`src/rtl/imm_ext_pipe_stage.sv`:
```
// rtl/imm_ext_pipe_stage.sv - Immediate extension stage with 2-entry skid buffer between decode and ALU operand select.
// Build option: define BRANCH_SHIFT_EN to make ext_mode 11 a sign-extended, left-shifted-by-2 branch offset.
module imm_ext_pipe_stage #(
    parameter int IMM_W  = 16,
    parameter int DATA_W = 32
) (
    input  logic              clk,
    input  logic              rst,
    input  logic              flush,
    input  logic              in_valid,
    output logic              in_ready,
    input  logic [DATA_W-1:0] instr,
    input  logic [1:0]        ext_mode,
    output logic              out_valid,
    input  logic              out_ready,
    output logic [DATA_W-1:0] imm_out
);

    typedef enum logic [1:0] {EMPTY, ONE, TWO} state_t;

    state_t            state;
    logic [DATA_W-1:0] head;
    logic [DATA_W-1:0] skid;
    logic [DATA_W-1:0] ext;
    logic [IMM_W-1:0]  imm;
    logic              push;
    logic              pop;

    assign imm = instr[IMM_W-1:0];

    // Upper instruction bits carry opcode/register fields this stage ignores.
    wire unused_instr_bits = &{1'b0, instr[DATA_W-1:IMM_W]};

    always_comb begin
        ext = {{(DATA_W-IMM_W){1'b0}}, imm};
        case (ext_mode)
            2'b01:   ext = {{(DATA_W-IMM_W){imm[IMM_W-1]}}, imm};
            2'b10:   ext = {imm, {(DATA_W-IMM_W){1'b0}}};
`ifdef BRANCH_SHIFT_EN
            2'b11:   ext = {{(DATA_W-IMM_W-2){imm[IMM_W-1]}}, imm, 2'b00};
`else
            2'b11:   ext = {{(DATA_W-IMM_W){1'b0}}, imm};
`endif
            default: ext = {{(DATA_W-IMM_W){1'b0}}, imm};
        endcase
    end

    // Ready depends only on the state register, so there is no combinational path from out_ready.
    assign in_ready  = !rst && (state != TWO);
    assign out_valid = (state != EMPTY);
    assign imm_out   = head;

    assign push = in_valid && in_ready;
    assign pop  = out_valid && out_ready;

    always_ff @(posedge clk or posedge rst) begin
        if (rst) begin
            state <= EMPTY;
            head  <= '0;
            skid  <= '0;
        end else if (flush) begin
            state <= EMPTY;
        end else begin
            case (state)
                EMPTY: begin
                    if (push) begin
                        head  <= ext;
                        state <= ONE;
                    end
                end
                ONE: begin
                    if (push && !pop) begin
                        skid  <= ext;
                        state <= TWO;
                    end else if (push && pop) begin
                        head  <= ext;
                    end else if (pop) begin
                        state <= EMPTY;
                    end
                end
                TWO: begin
                    if (pop) begin
                        head  <= skid;
                        state <= ONE;
                    end
                end
                default: state <= EMPTY;
            endcase
        end
    end

endmodule

```
`config.mk`:
```
export PLATFORM = sky130hd
export DESIGN_NAME = imm_ext_pipe_stage
export DESIGN_NICKNAME = d
export VERILOG_FILES = /design/src/rtl/imm_ext_pipe_stage.sv
export SDC_FILE = /design/constraint.sdc
export NUM_CORES = 1
export LEC_CHECK = 0
export CORE_MARGIN = 2
export CORE_UTILIZATION = 49
export DETAILED_ROUTE_END_ITERATION = 16
export GPL_TIMING_DRIVEN = 0
export PLACE_DENSITY = 0.87
export SLEW_MARGIN = 20
export SYNTH_ARGS = -nofsm -noshare
export SYNTH_HDL_FRONTEND = slang
export SYNTH_SLANG_ARGS = --single-unit
```
`constraint.sdc`:
```
create_clock -name clk -period 2.7 [get_ports clk]
set_clock_uncertainty 0.2 [all_clocks]
set_input_delay 0.54 -clock clk [delete_from_list [all_inputs] [get_ports clk]]
set_output_delay 0.54 -clock clk [all_outputs]
set_load 0.02 [all_outputs]
```
### Word-level counts from Yosys, hierarchy flattened

Cells that the tools add are included.

* equal/unequal tests: 13
* muxes and demuxes: 13
* bitwise logic cells: 1
* reduce and logical (&&, ||, !) cells: 13

Operators by type and width (number)
* two-way mux 32 bit: 4
* one-hot mux 32 bit (3 select lines): 1
* one-hot mux 32 bit (2 select lines): 1
* two-way mux 2 bit: 6
* != test 2 bit (second input constant): 5
* != test 4 bit (second input constant): 2
* != test 3 bit (second input constant): 2
* one-hot mux 2 bit (3 select lines): 1
* AND reduction 6 bit: 1
* logical AND 1 bit: 5
* equality test 2 x 1 -> 1 bit (second input constant): 2
* equality test 2 bit (second input constant): 2
* AND reduction 4 bit: 1
* AND reduction 3 bit: 1
* nonzero test 3 bit: 1
* logical NOT 1 bit: 2
* logical NOT 2 bit: 1
* nonzero test 2 bit: 1
* NOT 1 bit: 1

* register bits: 66
* input port bits: 39
* output and inout port bits: 34
* word-level logic and storage cells: 43

### Longest topological paths before layout

Gate-level depths: netlist (run 1).

* depth after elaboration: 8
* mapped depth: 9
* depth with buffers taken out: 6

### Worst setup path before layout (run 1)

No wires, ideal clock.

* path kind: input -> register
* from: input ext_mode[0]
* to: register head[2] (netlist: imm_out[2])
* setup time: 0.128 ns
* arrival: 1.838 ns
* data required time: 2.372 ns
* setup slack: 0.534 ns
* stages: 9
* buffers on the path: 3
* cells stage by stage: inv_1 ha_1 buf_2 or2_1 buf_2 buf_6 nand2_1 o21ai_0 mux2_1

* word-level cells in the longest chain between the ends: 5
* elaborated cells between the ends (all ways): 7
* classes of those cells: eq/ne: 2; mux: 5

Ends and longest elaborated chain
* start: declaration: line 13 `input logic [1:0] ext_mode,`
* equality test 2 bit or equality test 2 x 1 -> 1 bit (tied branches): line 36 `case (ext_mode)`
* one-hot mux 32 bit (2 select lines) (*): line 36
* two-way mux 32 bit: line 75 `end else if (push && pop) begin`
* two-way mux 32 bit: line 72 `if (push && !pop) begin`
* one-hot mux 32 bit (3 select lines) (*): line 64 `case (state)`
* end signal: assignment: line 67 `head <= ext;`
* end signal: assignment: line 76 `head <= ext;`
* end signal: assignment: line 83 `head <= skid;`
* end: declaration: line 22 `logic [DATA_W-1:0] head;`

Mark *: on every way between the ends. The rest lies on a longest branch, timed or not. The select of a mux whose other input is x is not followed.
A chain may end at the register's enable or synchronous reset.

### Final worst setup path (run 1)

* from: input ext_mode[0]
* to: register head[7] (netlist: imm_out[7])

The elaborated chain is that of the path after synthesis.

==> impl_results.md, run 1 <==
* Status: complete, no violations
* # DRC at 0
* Mux cell area share after synthesis at 6.93%
* Vias per cell at 5.57
* Fin Setup TNS at 0 ns
* Area grow syn2layout at 27.8%
* Detailed placement HPWL at 5100 um
* Flop2flop setup slack at slightly below 0.8 ns
* Worst Path Required at between 2 and 3 ns
* Worst R2R Path Depth at 5
* Xor and xnor area share after synthesis at 0%
* Largest family of logic cells by synthesized area: compound AO/OA/AOI/OAI gates
* Compound-Gate Fraction of Synth Area at 19.4%
* GP Congestion at ~0.8
* Largest net degree at the start of global routing at 61
* Slowest-stage cell, CP: clkdlybuf4s50_1
* Core area at 5960 um^2
* Vias at 2,558
* Worst r2r dst: imm_out[8]$_DFFE_PP0P_
* Commonest cells after routing, fill and taps aside: nand2_1 (80), dfrtp_1 (66), clkdlybuf4s50_1 (55), o21ai_0 (38), a21oi_1 (16)
* CP dominant cell by count: buf_2
* Die W at 82.9 um
* NumNets Final at 420
* CTS root buf: clkbuf_8
* Setup-failing EPs final at 0
* CTS buffer count at 9
* Clock latency on the worst-skew pair at roughly 0.34 ns
* DR iter-0 viols at about 170
* Worst Path Buf+Inv at 5
* Initial antenna violation count at 0
* Pre-CTS WS at -0.124 ns
* Total grt overflow at 0
* Die footprint at 6870 um^2
* Number of global-route vias before repair at 2,572
* Fmax at 404 MHz
* Post-DRT Antenna Nets at 0
* Clock-pin slew on the worst setup and hold paths at around 0.070 ns
* Hold Path End: imm_out[21]$_DFFE_PP0P_
* FP Rows at 28
* Post-CTS setup buffers at 0
* Setup slack after layout at 0.222 ns
* WL/cell at 15.2 um
* CP max FO at 10
* PortBufs at 56
* Simple-gate share of the synthesized area at 13.0%
* CTS tree: done
* Kind of cell adding the most delay to the critical path: buffers and inverters
* Cell Chain, Critical Path: clkdlybuf4s50_1, inv_1, ha_1, buf_2, or2_1, buf_2, buf_6, nand2_1, o21ai_0, mux2_1
* Netlist cell types at 31
* Register bit total from synthesis at 66
* Worst Tran Pin Value at ~0.46 ns
* Most common cell after layout, fill and taps aside: nand2_1
* Mapped Nets at 352
* Ys flop type: dfrtp_1
* Final hold vios at 0
* Slew headroom at 69.2%
* Worst VDD drop at between 300 and 400 uV
* ANT cells at 0
* Hold path depth at 2
* DR pass1 iterations at 4
* Startpoint Class: input port
* H-tree depth at 3
* Lkg Pwr at 0.00172 uW
* Fin crit share at between 90 and 100%
* WP data arrival at 2.50 ns
* CP max stage delay at 0.48 ns
* Layout cells sized above 1 at 10.7%
* Post-synth ARST share at 100%
* Top Ports at 73
* FF-to-FF Start: state[1]$_DFFE_PP0P_
* Kind of critical path: in2reg
* First-pass GRT wire length at 11,900 um
* Element type at the critical path end: register
* Power Density at 641 nW/um^2
* Clk sinks at 66
* Synthesized instance count at 311
* Synth Area in Adders at less than 1%
* Detailed-route wire length at 6960 um
* EDFF count, synth at 0
* Syn_area_per_cell at a little under 10 um^2
* Clock buffer depth at 2
* Min-delay src: imm_out[21]$_DFFE_PP0P_
* Mapped Area at 3050 um^2
* Initial core utilization at about half
* RSZ-0062 raised after global routing: false
* Type of the worst min-delay path: reg2reg
* Min Tclk post-route at 2.48 ns
* Final slew viol count at 0
* YS warnings at 0
* Register area share after synthesis at 54.1%
* Filler Cell Count at 498
* Die Span Y at 82.9 um
* Max-cap check violation count at 0
* Total GRT Usage at 21.6%
==> worst max-delay path by stage <==
stage / start / endpoint / slack (ns) / cells past startpoint
global placement: rst / imm_out[3]$_DFFE_PP0P_ / -0.84 / 2
detailed placement: ext_mode[0] / imm_out[7]$_DFFE_PP0P_ / -0.12 / 10
floorplan: rst / imm_out[0]$_DFFE_PP0P_ / 0.31 / 1
CTS: ext_mode[0] / imm_out[7]$_DFFE_PP0P_ / 0.24 / 10
global route: ext_mode[0] / imm_out[4]$_DFFE_PP0P_ / 0.13 / 10
finish: ext_mode[0] / imm_out[7]$_DFFE_PP0P_ / 0.22 / 10
==> routing by layer <==
metal	vias to the layer above	track usage, %	routed length [um]
met5	-	0	0
met4	0	8.64	176
met3	17	5.47	364
met2	81	34.8	3350
met1	1249	28.0	3070
li1	1211	-	-
==> worst register-to-register path, cell delays in order, from the launching register on <==
cell and delay [ns]:
dfrtp_1 0.45, and4bb_1 0.23, a31oi_1 0.18, buf_4 0.23
buf_6 0.18, mux2_2 0.35
==> sequential cells by signal (all words and copies together) (netlist names) <==
name and flops:
imm_out 32, state 2, skid 32
==> layout make-up <==
cell class,count,area [um^2],area share (%)
Sequential cell,66,1650,42.4
Multi-Input combinational cell,214,1230,31.5
Timing Repair Buffer,57,587,15.1
Buffer,27,158,4.04
Clock buffer,13,149,3.82
Tap cell,75,93.8,2.41
Inverter,4,17.5,0.449
Clock inverter,3,15.0,0.385
==> cells by family after synthesis <==
logic type	count (synthesis)
compound gates	98
fa+ha+maj	2
buf+inv	31
flops	66
mux	19
simple gates	95
==> stage by stage <==
step	cell area [um^2]	total power, uW	util, %	hold WS (ns)	instances
6_report	3900	2500	65.4	0.283	459
5_1_grt	3900	2630	65.4	0.304	459
4_1_cts	3900	2520	65.4	0.285	459
3_5_place_dp	3730	1810	62.7	0.269	443
3_3_place_gp	3700	1790	62.2	0.259	442
2_1_floorplan	3050	1530	-	0.249	311
==> cells in the mapped netlist (3+ instances only) <==
cell,count,area (um^2)
a21oi_1,16,80.1
a2bb2oi_1,15,131
buf_2,8,40.0
buf_6,5,56.3
clkbuf_1,10,37.5
dfrtp_1,66,1650
inv_1,4,15.0
mux2_1,10,113
mux2_2,7,78.8
nand2_1,80,300
nor2_1,3,11.3
nor2b_1,3,18.8
o21ai_0,38,190
o21ai_1,11,55.1
o31ai_1,15,113
==> power breakdown <==
group	internal [uW]	switching, uW
combinational	295	299
clock	355	356
sequential	1120	70.3
==> repair_timing <==
item | in CTS | in global routing
hold buffers | 0 | 0
resized for setup | 1 | 0
setup endpoints to repair | 1 | 0
No activity file was read; power rests on OpenSTA's default activity.
==> inputs of run 2 (changes only) <==
--- a/config.mk
+++ b/config.mk
@@ -6,10 +6,10 @@
 export NUM_CORES = 1
 export LEC_CHECK = 0
 export CORE_MARGIN = 2
-export CORE_UTILIZATION = 49
+export CORE_UTILIZATION = 53
 export DETAILED_ROUTE_END_ITERATION = 16
 export GPL_TIMING_DRIVEN = 0
-export PLACE_DENSITY = 0.87
+export PLACE_DENSITY = 0.92
 export SLEW_MARGIN = 20
 export SYNTH_ARGS = -nofsm -noshare
 export SYNTH_HDL_FRONTEND = slang
==> constraint.sdc (replaced) <==
create_clock -name clk -period 2.9 [get_ports clk]
set_clock_uncertainty 0.2 [all_clocks]
set_input_delay 0.58 -clock clk [delete_from_list [all_inputs] [get_ports clk]]
set_output_delay 0.58 -clock clk [all_outputs]
set_load 0.02 [all_outputs]
==> impl_results.md, run 2 (same netlist as run 1, synthesis figures left out) <==
* NumNets Final at 420 (unchanged)
* Worst path depth at 5 (-5)
* WL/cell at 15.7 um (+3.2%)
* Final slew viol count at 0 (unchanged)
* Initial antenna violation count at 0 (unchanged)
* CP max stage delay at 0.61 ns (+0.13 ns)
* Total grt overflow at 0 (unchanged)
* Area grow syn2layout at 27.1%
* Worst hold slack at 0.282 ns (-0.000298 ns)
* Element type at the critical path end: output port
* Power Density at 595 nW/um^2 (-7.2%)
* GRT busiest layer: met2
* Met1 usage at 32.3% (+4.4 points)
* Slowest-stage cell, CP: clkdlybuf4s50_1
* Total GRT Usage at 24.8% (+3.2 points)
* DR iter-0 viols at 177 (+3.5%)
* CTS tree: done
* Post-route insts no fill at 455 (-0.87%)
* Hold path depth at 2 (unchanged)
* Clock power frac at 27.7% (-0.7 points)
* Post-cts resize count at 0 (-1)
* Min Tclk post-route at 2.74 ns
* P_sw at 683 uW (-5.8%)
* # DRC at 0 (unchanged)
* Setup slack after layout at 0.157 ns (-0.0653 ns)
* ANT cells at 0 (unchanged)
* Max-cap check violation count at 0 (unchanged)
* Dpl cells at 440 (-0.68%)
* Top Ports at 73 (unchanged)
* WP data arrival at 1.96 ns (-0.54 ns)
* Worst VDD drop at 320 uV (+1.1%)
* Final hold vios at 0 (unchanged)
* Core area at 5540 um^2 (-7.0%)
* Die footprint at 6380 um^2 (-7.2%)
* Die W at 79.9 um (-3.7%)
* Hold_buf cts at 0 (unchanged)
* GP Congestion at 0.877 (+10%)
* Fmax at 365 MHz
* CTS root buf: clkbuf_8
* Crit path from: state[1]$_DFFE_PP0P_
* Slew headroom at 67.7% (-1.5 points)
* Cell Chain, Critical Path: nor2b_1, buf_6, buf_4, nor2_1, clkdlybuf4s50_1
* FF-to-FF Start: state[1]$_DFFE_PP0P_
* Pre-CTS WS at 0.0361 ns (+0.160 ns)
* Post-CTS setup buffers at 0 (unchanged)
* P_int at 1620 uW (-8.4%)
* Commonest cells after routing, fill and taps aside: nand2_1 (80), dfrtp_1 (66), clkdlybuf4s50_1 (56), o21ai_0 (38), a21oi_1 (16)
* Setup-failing EPs final at 0 (unchanged)
* Detailed-route wire length at 7120 um (+2.3%)
* DR pass1 iterations at 7 (+3)
* Fraction of power consumed by sequential logic at 48.2% (+0.4 points)
* Lkg Pwr at 0.00170 uW (-0.91%)
* PortBufs at 56 (unchanged)
* Most common cell after layout, fill and taps aside: nand2_1
* H-tree depth at 3 (unchanged)
* Kind of critical path: reg2out
* Clock buffer depth at 2 (unchanged)
* Status: complete, no violations
* Comb power frac at 24.1% (+0.3 points)
* Met3 Resource Use GR at 3.51% (-2.0 points)
* Vias per cell at 5.78 (+3.6%)
* FP Rows at 27 (-3.6%)
* Clk sinks at 66 (unchanged)
* Largest net degree at the start of global routing at 35 (-43%)
* Startpoint Class: register
* Type of the worst min-delay path: reg2reg
* Clock latency on the worst-skew pair at 0.34 ns (about the same)
* Kind of cell adding the most delay to the critical path: buffers and inverters
* Clock-pin slew on the worst setup and hold paths at 0.07 ns (about the same)
* CTS buffer count at 9 (unchanged)
* Worst Path Required at 2.12 ns (-0.60 ns)
* Min-delay src: imm_out[21]$_DFFE_PP0P_
* Vias at 2,628 (+2.7%)
* Post-DRT Antenna Nets at 0 (unchanged)
* Initial core utilization at 55.1% (+3.8 points)
* Worst Tran Pin Value at 0.484 ns (+0.0225 ns)
* Die Span Y at 79.9 um (-3.7%)
* Detailed placement HPWL at 5180 um (+1.7%)
* Worst Path Buf+Inv at 3 (-2)
* First-pass GRT wire length at 12,100 um (+1.5%)
* Layout cells sized above 1 at 10.4% (-0.23 points)
* Number of global-route vias before repair at 2,632 (+2.3%)
* Switching part of the total at 29.6% (+0.60 points)
* CP max FO at 10 (unchanged)
* Fin crit share at between 90% and 100%
* Worst R2R Path Depth at 5 (unchanged)
* Met2 GRT Util at 39.7% (+4.9 points)
* RSZ-0062 raised after global routing: false
## run 2: area by class of cell
type / count / area, um^2
sequential: 66 / 1650
tap: 72 / 90.1
clock inverter: 3 / 17.5
timing repair buffer: 57 / 581
inverter: 4 / 17.5
multi-input combinational: 214 / 1230
clock buffer: 12 / 135
fill: 444 / 1660
buffer: 27 / 158
## run 2: final timing paths
path                                            to  slack (ns)
min                        imm_out[21]$_DFFE_PP0P_        0.28
min reg2reg                imm_out[21]$_DFFE_PP0P_        0.28
max in group asynchronous  imm_out[27]$_DFFE_PP0P_        1.49
max                                       in_ready        0.16
min in group asynchronous      skid[7]$_DFFE_PP0P_        0.49
max reg2reg                 imm_out[1]$_DFFE_PP0P_        0.97
## run 2: worst reg2reg max path: stages, from the launching register on
cell	delay, ns
dfrtp_1	0.45
and4bb_1	0.23
a31oi_1	0.18
buf_4	0.24
buf_6	0.18
mux2_1	0.34
## run 2: layer usage
metal | vias to the layer above | part of all wire, %
met2 | 128 | 49
met1 | 1273 | 41
li1 | 1205 | -
met4 | 0 | 3.2
met3 | 22 | 6.7
met5 | - | 0
## run 2: stage by stage
step | total power [uW] | setup TNS, ns | utilization [%] | area, um^2
2_1_floorplan | 1430 | 0 | - | 3050
3_3_place_gp | 1660 | -43.58 | 66.8 | 3700
3_5_place_dp | 1690 | 0 | 67.2 | 3720
4_1_cts | 2320 | 0 | 70.0 | 3880
5_1_grt | 2410 | 0 | 70.0 | 3880
6_report | 2310 | 0 | 70.0 | 3880
## run 2: power groups by stage
stage	logic [uW]	registers (uW)	clock network, uW
finish	555	1110	640
CTS	560	1110	646
global placement	538	1120	0
detailed placement	558	1130	0
global route	602	1130	686
floorplan	212	1210	0
